--- config.mk ---
export PLATFORM = sky130hd
export DESIGN_NAME = instruction_prefetch
export DESIGN_NICKNAME = d
export VERILOG_FILES = /design/src/rtl/instruction_prefetch.sv
export SDC_FILE = /design/constraint.sdc
export NUM_CORES = 1
export LEC_CHECK = 0
export CORE_AREA = 2 2 172 174
export DETAILED_ROUTE_END_ITERATION = 16
export DIE_AREA = 0 0 174 176
export GPL_ROUTABILITY_DRIVEN = 0
export GPL_TIMING_DRIVEN = 0
export PLACE_DENSITY = 0.79
export SYNTH_ARGS = -nofsm -noshare
export SYNTH_HDL_FRONTEND = slang
export SYNTH_SLANG_ARGS = --single-unit
--- constraint.sdc ---
create_clock -name clk -period 8.1 [get_ports clk]
set_input_delay 1.62 -clock clk [delete_from_list [all_inputs] [get_ports clk]]
set_output_delay 1.62 -clock clk [all_outputs]
set_load 0.01 [all_outputs]
--- src/rtl/instruction_prefetch.sv ---
// instruction_prefetch: DEPTH-entry sequential instruction prefetch queue with redirect flush.
// Optional IFETCH_EXC_STOP_EN: an enqueued exception halts fetching until the next redirect.
`ifndef BOOT_ADDR
`define BOOT_ADDR 32'h0000_0000
`endif
`ifndef EXCEPTION_LEN
`define EXCEPTION_LEN 4
`endif
`ifndef MEM_WIDTH_WORD
`define MEM_WIDTH_WORD 2'b10
`endif

module instruction_prefetch #(
    parameter int          DEPTH     = 4,
    parameter logic [31:0] BOOT_ADDR = `BOOT_ADDR,
    parameter logic [31:0] NOP       = 32'h0000_0013
) (
    input  logic                      clk,
    input  logic                      rst,
    input  logic                      redirect_In,
    input  logic [31:0]               redirectPc_In,
    output logic                      instrValid_Out,
    output logic [31:0]               instr_Out,
    output logic [31:0]               instrPc_Out,
    output logic [`EXCEPTION_LEN-1:0] instrException_Out,
    input  logic                      instrConsumed_In,
    output logic [31:0]               memAddr_Out,
    output logic [31:0]               memData_Out,
    output logic [1:0]                memDataWidth_Out,
    output logic                      memIsRead_Out,
    output logic                      memAccess_Out,
    input  logic                      memAccessOK_In,
    input  logic [31:0]               memData_In,
    input  logic [`EXCEPTION_LEN-1:0] memException_In
);
    localparam int AW = $clog2(DEPTH);

    typedef enum logic {IDLE, REQ} state_t;

    state_t                    state;
    logic [31:0]               data_q [DEPTH];
    logic [31:0]               pc_q   [DEPTH];
    logic [`EXCEPTION_LEN-1:0] exc_q  [DEPTH];
    logic [AW-1:0]             rd_ptr, wr_ptr;
    logic [AW:0]               count, count_n;
    logic [31:0]               fetch_pc, fetch_pc_n, mem_addr;
    logic                      drop_r, req_r, ok, hold, enq, deq, halt_n, issue;

    assign req_r      = state == REQ;
    assign ok         = req_r && memAccessOK_In;
    assign hold       = req_r && !memAccessOK_In;
    assign enq        = ok && !drop_r && !redirect_In;
    assign deq        = instrValid_Out && instrConsumed_In;
    assign count_n    = redirect_In ? '0 : count + (AW+1)'(enq) - (AW+1)'(deq);
    assign fetch_pc_n = redirect_In ? redirectPc_In : enq ? fetch_pc + 32'd4 : fetch_pc;
    // Issue decision uses next-cycle occupancy so a completion or consume restarts fetch immediately
    assign issue      = count_n < (AW+1)'(DEPTH) && !halt_n;

`ifdef IFETCH_EXC_STOP_EN
    logic halt;
    assign halt_n = redirect_In ? 1'b0 : halt || (enq && memException_In != '0);
    always_ff @(posedge clk)
        halt <= !rst ? 1'b0 : halt_n;
`else
    assign halt_n = 1'b0;
`endif

    always_ff @(posedge clk) begin
        if (!rst) begin
            state    <= IDLE;
            rd_ptr   <= '0;
            wr_ptr   <= '0;
            count    <= '0;
            fetch_pc <= BOOT_ADDR;
            mem_addr <= BOOT_ADDR;
            drop_r   <= 1'b0;
        end else begin
            state    <= hold || issue ? REQ : IDLE;
            mem_addr <= hold ? mem_addr : fetch_pc_n;
            fetch_pc <= fetch_pc_n;
            count    <= count_n;
            rd_ptr   <= redirect_In ? '0 : rd_ptr + AW'(deq);
            wr_ptr   <= redirect_In ? '0 : wr_ptr + AW'(enq);
            // An in-flight access cannot be cancelled, so a redirect only marks its response stale
            drop_r   <= hold ? drop_r || redirect_In : 1'b0;
        end
    end

    always_ff @(posedge clk) begin
        if (rst && enq) begin
            data_q[wr_ptr] <= memData_In;
            pc_q[wr_ptr]   <= fetch_pc;
            exc_q[wr_ptr]  <= memException_In;
        end
    end

    assign instrValid_Out     = count != '0;
    assign instr_Out          = instrValid_Out ? data_q[rd_ptr] : NOP;
    assign instrPc_Out        = instrValid_Out ? pc_q[rd_ptr] : 32'd0;
    assign instrException_Out = instrValid_Out ? exc_q[rd_ptr] : '0;
    assign memAddr_Out        = mem_addr;
    assign memData_Out        = 32'd0;
    assign memDataWidth_Out   = `MEM_WIDTH_WORD;
    assign memIsRead_Out      = 1'b1;
    assign memAccess_Out      = hold;
endmodule
# After elaboration in Yosys (flattened, before gate mapping)
# Memory sizes are Yosys's and may differ from the RTL's. A register that Yosys moved wholly into a read port is not among the register bits.
# Cells that the tools add are included.
# word_totals
register_bits,73
ram_bits,272
inputBits,73
out_inout_bits,137
word_cells,43
mem_count,3
# op_classes
n_addsub,5
order_cmp,1
muxes,12
n_bitwise,1
n_reduce_logical,14
# mem_list
name,words,word_bits,read_ports,rd_ports_with_merged_regs,wr,line_no,source
data_q,4,32,1,1,1,41,logic [31:0] data_q [DEPTH];
pc_q,4,32,1,1,1,42,logic [31:0] pc_q [DEPTH];
exc_q,4,4,1,1,1,43,logic [`EXCEPTION_LEN-1:0] exc_q [DEPTH];
# ops
op,count
2-to-1 mux 32 bit,4
adder 32 x 3 -> 32 bit (second input constant),1
logical AND 1 bit,6
2-to-1 mux 2 bit,3
adder 2 x 1 -> 2 bit,2
2-to-1 mux 4 bit,1
adder 3 x 1 -> 3 bit,1
logical NOT 1 bit,3
less-than comparator 3 bit (second input constant),1
2-to-1 mux 1 bit,3
2-to-1 mux 3 bit,1
nonzero test 3 bit,1
subtractor 3 x 1 -> 3 bit,1
logical OR 1 bit,2
AND reduction 2 bit,1
OR reduction 2 bit,1
inverter 1 bit,1

# Logic depth before layout (Yosys ltp)
# Gate-level depths: netlist (run 1).
# depth
word_depth,9
mapped_depth,12
mapped_depth_nobuf,11

# Worst setup path before layout (run 1)
# OpenSTA, ideal clock, no wires.
# synth_timing
path_type,input-to-reg
start,input redirect_In
end,"memory data_q[1][0], enable pin"
setup_ns,0.592
arrival_ns,7.391
required_time_ns,7.508
path_slack_ns,0.117
stages,6
n_path_buf,2
cell_sequence,buf_6 > nand4bb_4 > inv_1 > buf_4 > nand2_1 > nor3b_1
# synth_via
elab_chain_len,5
# synth_lines
item,line_no,source
start: declaration,20,"input logic redirect_In,"
logical NOT 1 bit,52,assign enq = ok && !drop_r && !redirect_In;
logical AND 1 bit,52,
logical AND 1 bit,90,if (rst && enq) begin
2-to-1 mux 1 bit,90,
2-to-1 mux 1 bit (implied by the code),91,data_q[wr_ptr] <= memData_In;
end: declaration,41,
# Every way passes these cells.

# Worst setup path in the final report (run 1)
# layout_timing
start,input memAccessOK_In
end,output memAccess_Out
# layout_via
elab_chain_len,2
# layout_lines
item,line_no,source
start: declaration,32,"input logic memAccessOK_In,"
logical NOT 1 bit,51,assign hold = req_r && !memAccessOK_In;
logical AND 1 bit,51,
end: declaration,31,"output logic memAccess_Out,"
# Every way passes these cells.

==> results of run 1 <==
==> cells by family (layout without fill, tap and decap cells) <==
logic type,Yosys count,in the layout,share of synthesized area [%]
other,2,36,0.0540
adder cells (fa/ha/maj),4,4,0.414
AND/OR/NAND/NOR,267,267,10.5
AO/OA/AOI/OAI,60,60,2.58
XOR/XNOR,30,30,1.89
buffers and inverters,92,352,3.62
flip-flops,345,345,69.3
multiplexers,76,76,11.6
==> sequential cells by signal, indices dropped and copies added, names as in the netlist <==
name,flops
pc_q,128
rd_ptr,2
data_q,128
drop_r,1
wr_ptr,2
fetch_pc,32
exc_q,16
count,3
memAddr_Out,32
req_r,1
==> cell type report <==
cell class	count	area [um2]	area share, %
Clock inverter	13	118	0.666
Clock buffer	50	995	5.63
Multi-Input combinational cell	472	3900	22.1
Timing Repair Buffer	197	2030	11.5
Sequential cell	345	9630	54.5
Antenna cell	1	2.50	0.0142
Tap cell	384	480	2.72
Inverter	9	33.8	0.191
Buffer	83	469	2.66
==> stage by stage <==
stage	power, mW	setup WS [ps]	cells	instance area [um2]	utilization, %
CTS	3.85	2590	1553	17700	61.9
global placement	2.29	-4470	1466	16200	56.9
finish	3.82	2520	1554	17700	61.9
global route	3.94	2470	1553	17700	61.9
floorplan	2.14	117	909	14000	-
detailed placement	2.30	2610	1490	16500	58.0
==> per-layer routing <==
metal | vias up | part of all wire (%) | track usage [%]
met3 | 56 | 7.6 | 3.47
met5 | - | 0 | 0
met4 | 0 | 2.2 | 5.78
li1 | 3773 | - | -
met1 | 4125 | 41 | 29.3
met2 | 389 | 49 | 36.5
==> worst paths after layout <==
check,start,end,slack (ps),depth (start not counted)
worst max-delay path,memAccessOK_In,memAccess_Out,2520,6
worst min-delay path,memAddr_Out[7],memAddr_Out[7],460,2
worst max register to register,drop_r,data_q[1][29],5180,9
worst min register to register,memAddr_Out[7],memAddr_Out[7],460,2
==> worst max-delay path: cells and delay by family <==
| family | cells | cell delay [ps] |
|---|---|---|
| buffers and inverters | 5 | 2190 |
| and+or+nand+nor | 1 | 130 |
==> power by group <==
group          total (mW)  internal, mW  switching (mW)
Combinational       0.286         0.147           0.139
Clock                1.55         0.921           0.634
Sequential           1.98          1.94          0.0348
==> cell usage in the layout, fill, tap and decap left out, drive strengths merged, types with 3 or more instances in the layout <==
cell type      count
clkinv            11
xor2              11
nor2b              3
and3              10
and2              77
or2                3
edfxtp           272
and4               4
a21oi             18
buf               72
o211ai             6
conb              35
nand2             41
o21a               4
clkbuf            85
ha                 3
xnor2             19
mux2i              8
dfxtp             73
nand3             29
nor2              47
mux4              68
o21ai             24
inv                8
clkdlybuf4s50    173
nor3              12
nand4             18
nand2b            17
==> flow_summary_export.csv, run 1 <==
group,metric,value,unit
outcome,run_status,"finished clean",
sta,worst_hold_slack,460,ps
clock_network,cts-htree-levels,2,
sta,grt_setup_unrepaired,"no",
sta,slew_headroom,39.5,%
drt,drtPass1Iterations,5,
die,die_width,174,um
clock_network,clk_pin_slew,60,ps
place,detailedPlacementHpwl,22300,um
drt,routed-via-count,8343,
synth,synthTopCellsByArea,"edfxtp_1 59%, mux4_2 11%, dfxtp_1 11%, and2_1 3.5%, buf_4 2.0%",
place,portBuffers,173,
critical_path,timing.critical_path.cells,"clkdlybuf4s50_1 > nand2b_1 > clkbuf_1 > clkinv_1 > clkbuf_1 > clkdlybuf4s50_1",
hold_path,hp-class,"flip-flop to flip-flop",
synth,synth-warning-count,0,
synth,post_synth_instance_area,13900,um2
drt,post_route_drc,0,
sta,final.setup.tns,0,ps
critical_path,timing.critical_path.slowest_cell_delay,600,ps
die,dieArea,30600,um2
sta,report.final.setup_viol,0,
global_routing,pin_count_of_the_biggest_net_entering_global_routing,37,
global_routing,grt_pass1_wl,50300,um
clock_network,ctsResizeCount,0,
synth,netlist.top_cell.by_area,"edfxtp_1",
clock_network,cts_hold_buf,0,
die,starting_density,48.7,%
drt,wl,32300,um
die,std_cell_rows,62,
sta,f_max,0.179,GHz
power,power-per-cell-area,216,nW/um2
synth,netlist-cell-type-count,44,
sta,skew,15.0,ps
die,io-pin-count,210,
drt,average_detailed_routed_wire_length_per_instance,20.8,um
sta,worst-slew-pin-transition,903,ps
synth,yosysSeqAreaShare,69.3,%
global_routing,grt.total_usage,21.5,%
synth,postSynthRegisterBits,345,
power,power.static_leakage,6.06,nW
cells_and_area,filler_cell_count,2123,
clock_network,insertion_delay,510,ps
synth,async_reset_ff_share,0,%
drt,initialDrtViolationCount,664,
synth,synth-edff-count,272,
synth,syn_avg_cell_area,15.9,um2
clock_network,postCtsSetupRepairBufs,0,
die,die-height,176,um
critical_path,cp_data_required_time,6480,ps
synth,synth_top_cell_area_share,58.8,%
drt,drt.antenna.violating_nets,0,
critical_path,worst-setup-path-type,"primary input to output pin",
sta,finalWorstPathRequiredPeriod,5580,ps
critical_path,crit_path_end_kind,"output pin",
sta,hold_violations,0,
clock_network,cts_inserted_buffers,35,
synth,postSynthCellCount,876,
clock_network,cts_tree,"done",
clock_network,clock_sinks,345,
global_routing,grt_antenna_before_repair,0,
global_routing,residual_overflow_from_global_routing,0,
critical_path,critical_path.slowest_cell,"clkdlybuf4s50_1",
drt,detail_route.vias_per_cell,5.37,
run,total_of_max_cap_violations,0,
cells_and_area,layout-area-overhead-vs-synth,27.1,%
critical_path,timing.critical_path.fanout_max,10,
cells_and_area,finish.net_count,1220,
synth,ys_dominant_reg_cell,"edfxtp_1",
sta,maxSlewViolCount,0,
die,core,28500,um2
clock_network,clockBufferDepth,3,
synth,yosys.cell_count.top_type,"edfxtp_1",
critical_path,arrival,3960,ps
synth,ys_top_cells_by_count,"272 x edfxtp_1, 77 x and2_1, 73 x dfxtp_1",
sta,finalCritPeriodShare,68.8,%
clock_network,cts_root_buffer,"clkbuf_16",
cells_and_area,drive_above_1_share,17.2,%
critical_path,startpoint_class_of_the_critical_path,"primary input",
global_routing,number_of_global_route_vias_before_repair,8570,
power,vdd.ir_drop.worst,0.126,mV
No activity file was read; power rests on OpenSTA's default activity.
==> run 2, diff against run 1 <==
CORE_AREA = 2 2 164 166   (was 2 2 172 174)
DIE_AREA = 0 0 166 168   (was 0 0 174 176)
PLACE_DENSITY = 0.83   (was 0.79)
clock period = 5.4 ns   (was 8.1 ns; I/O delays follow)
==> run 2 against run 1 <==
Routed wire length fell by 3.4%; die area fell by 8.9%; clock power rose by 55%; flip-flop and latch count did not move; first-iteration DRC count rose by 16%.
==> flow_summary_export.csv, run 2 (synthesis gave the netlist of run 1 again) <==
group,metric,value,unit
power,power-per-cell-area,329,nW/um2
critical_path,worst-setup-path-type,"primary input to output pin",
cells_and_area,layout_commonest_cell,"edfxtp_1",
clock_network,insertion_delay,510,ps
clock_network,clockBufferDepth,3,
die,dieArea,27900,um2
clock_network,cts_hold_buf,0,
sta,grt_setup_unrepaired,"no",
hold_path,holdPathEnd,"memAddr_Out[5]",
critical_path,startpoint_class_of_the_critical_path,"primary input",
sta,finalCritPeriodShare,82.6,%
drt,average_detailed_routed_wire_length_per_instance,20.7,um
sta,report.final.setup_viol,0,
die,io-pin-count,210,
hold_path,hp-class,"flip-flop to flip-flop",
place,dp.cells,1445,
global_routing,grt.total_usage,22.3,%
clock_network,ctsResizeCount,0,
global_routing,residual_overflow_from_global_routing,0,
clock_network,cts-htree-levels,2,
critical_path,r2r_end,"req_r",
drt,initialDrtViolationCount,771,
clock_network,cts_tree,"done",
drt,wl,31200,um
power,power.static_leakage,6.06,nW
die,die_width,166,um
drt,detail_route.vias_per_cell,5.57,
die,std_cell_rows,60,
critical_path,r2r-start,"count[2]",
critical_path,crit_path_end_kind,"output pin",
die,starting_density,52.7,%
drt,routed-via-count,8378,
outcome,run_status,"finished clean",
die,core,26400,um2
sta,worst_hold_slack,458,ps
drt,drtPass1Iterations,5,
critical_path,cp_data_required_time,4320,ps
clock_network,cts_root_buffer,"clkbuf_16",
cells_and_area,final_cell_mix,"272 x edfxtp_1, 173 x clkdlybuf4s50_1, 77 x and2_1",
sta,worst-slew-pin-transition,989,ps
sta,hold_violations,0,
cells_and_area,filler_cell_count,1786,
sta,slew_headroom,33.8,%
cells_and_area,finish.cell_count_without_fillers,1505,
cells_and_area,largestRegisters,"data_q (128), pc_q (128)",
cells_and_area,count_of_inserted_antenna_diode_cells,0,
place,postPlaceCellArea,16500,um2
clock_network,cts_inserted_buffers,35,
critical_path,ff2ff_setup_slack,2330,ps
global_routing,grt_pass1_wl,48000,um
power,vdd.ir_drop.worst,0.192,mV
sta,maxSlewViolCount,0,
critical_path,ff2ff_path_depth,11,
hold_path,worstHoldPathCells,2,
critical_path,timing.critical_path.fanout_max,10,
clock_network,clock_sinks,345,
sta,skew,23.4,ps
place,detailedPlace.worstSlack,1010,ps
place,portBuffers,173,
die,die-height,168,um
global_routing,number_of_global_route_vias_before_repair,8378,
run,total_of_max_cap_violations,0,
clock_network,postCtsSetupRepairBufs,0,
cells_and_area,layout-area-overhead-vs-synth,26.7,%
global_routing,pin_count_of_the_biggest_net_entering_global_routing,38,
cells_and_area,finish.net_count,1218,
cells_and_area,post-route-cell-area,17600,um2
clock_network,clk_pin_slew,60,ps
drt,drt.antenna.violating_nets,0,
drt,post_route_drc,0,
power,finalPower,5.80,mW
sta,final.setup.worst_slack,941,ps
sta,f_max,0.224,GHz
place,detailedPlacementHpwl,21400,um
cells_and_area,drive_above_1_share,17.2,%
critical_path,arrival,3380,ps
hold_path,worst_hold_path_startpoint,"memAddr_Out[5]",
global_routing,grt_antenna_before_repair,0,
sta,finalWorstPathRequiredPeriod,4460,ps
run 2: cell count changes in the layout (fill, tap and decap cells not counted):
cell and change:
clkbuf_1 -8, clkinv_1 +4, buf_8 -3, bufinv_16 +2, buf_6 +1, clkbuf_8 -1, clkinv_2 -1, clkinvlp_4 +1
diode_2 -1, inv_6 -1, inv_8 +1
run 2: layer usage:
layer  vias to the layer above  GRT usage (%)  part of all wire, %
li1                       3762              -                    -
met1                      4172           30.8                   41
met2                       380           36.4                   49
met3                        64           4.65                  7.9
met4                         0           6.12                  2.5
met5                         -              0                    0
run 2: worst max-delay path by stage:
stage,startpoint,slack [ps],cells past startpoint,end
floorplan,redirect_In,-2040,6,data_q[1][0]
global placement,memAccessOK_In,-6300,6,pc_q[2][21]
detailed placement,memAccessOK_In,1010,6,memAccess_Out
CTS,memAccessOK_In,1010,6,memAccess_Out
global route,memAccessOK_In,830,6,memAccess_Out
finish,memAccessOK_In,940,6,memAccess_Out
run 2: report_power, final:
group          internal [mW]  switching, mW  total [mW]
sequential              2.92         0.0543        2.97
clock                   1.45          0.956        2.40
combinational          0.219          0.205       0.424
total                   4.58           1.22        5.80
run 2: cell type report:
class	count	area, um2	area share, %
flip-flops and latches	345	9630	54.7
multi-input cells	472	3900	22.2
repair buffers	195	2000	11.3
clock buffers	41	951	5.40
plain buffers	83	469	2.66
well taps	341	427	2.42
clock inverters	19	198	1.12
inverters	9	33.8	0.192
run 2: stage by stage:
| step | util, % | TNS [ps] |
|---|---|---|
| after global placement | 61.4 | -1247050 |
| after global routing | 66.8 | 0 |
| after detailed placement | 62.5 | 0 |
| after floorplan | - | -388580 |
| after CTS | 66.8 | 0 |
| final | 66.8 | 0 |
run 2: worst max-delay path, stage by stage:
cell,delay (ps)
clkdlybuf4s50_1,570
nand2b_1,130
clkbuf_1,290
clkinv_1,340
clkbuf_1,360
clkdlybuf4s50_1,590
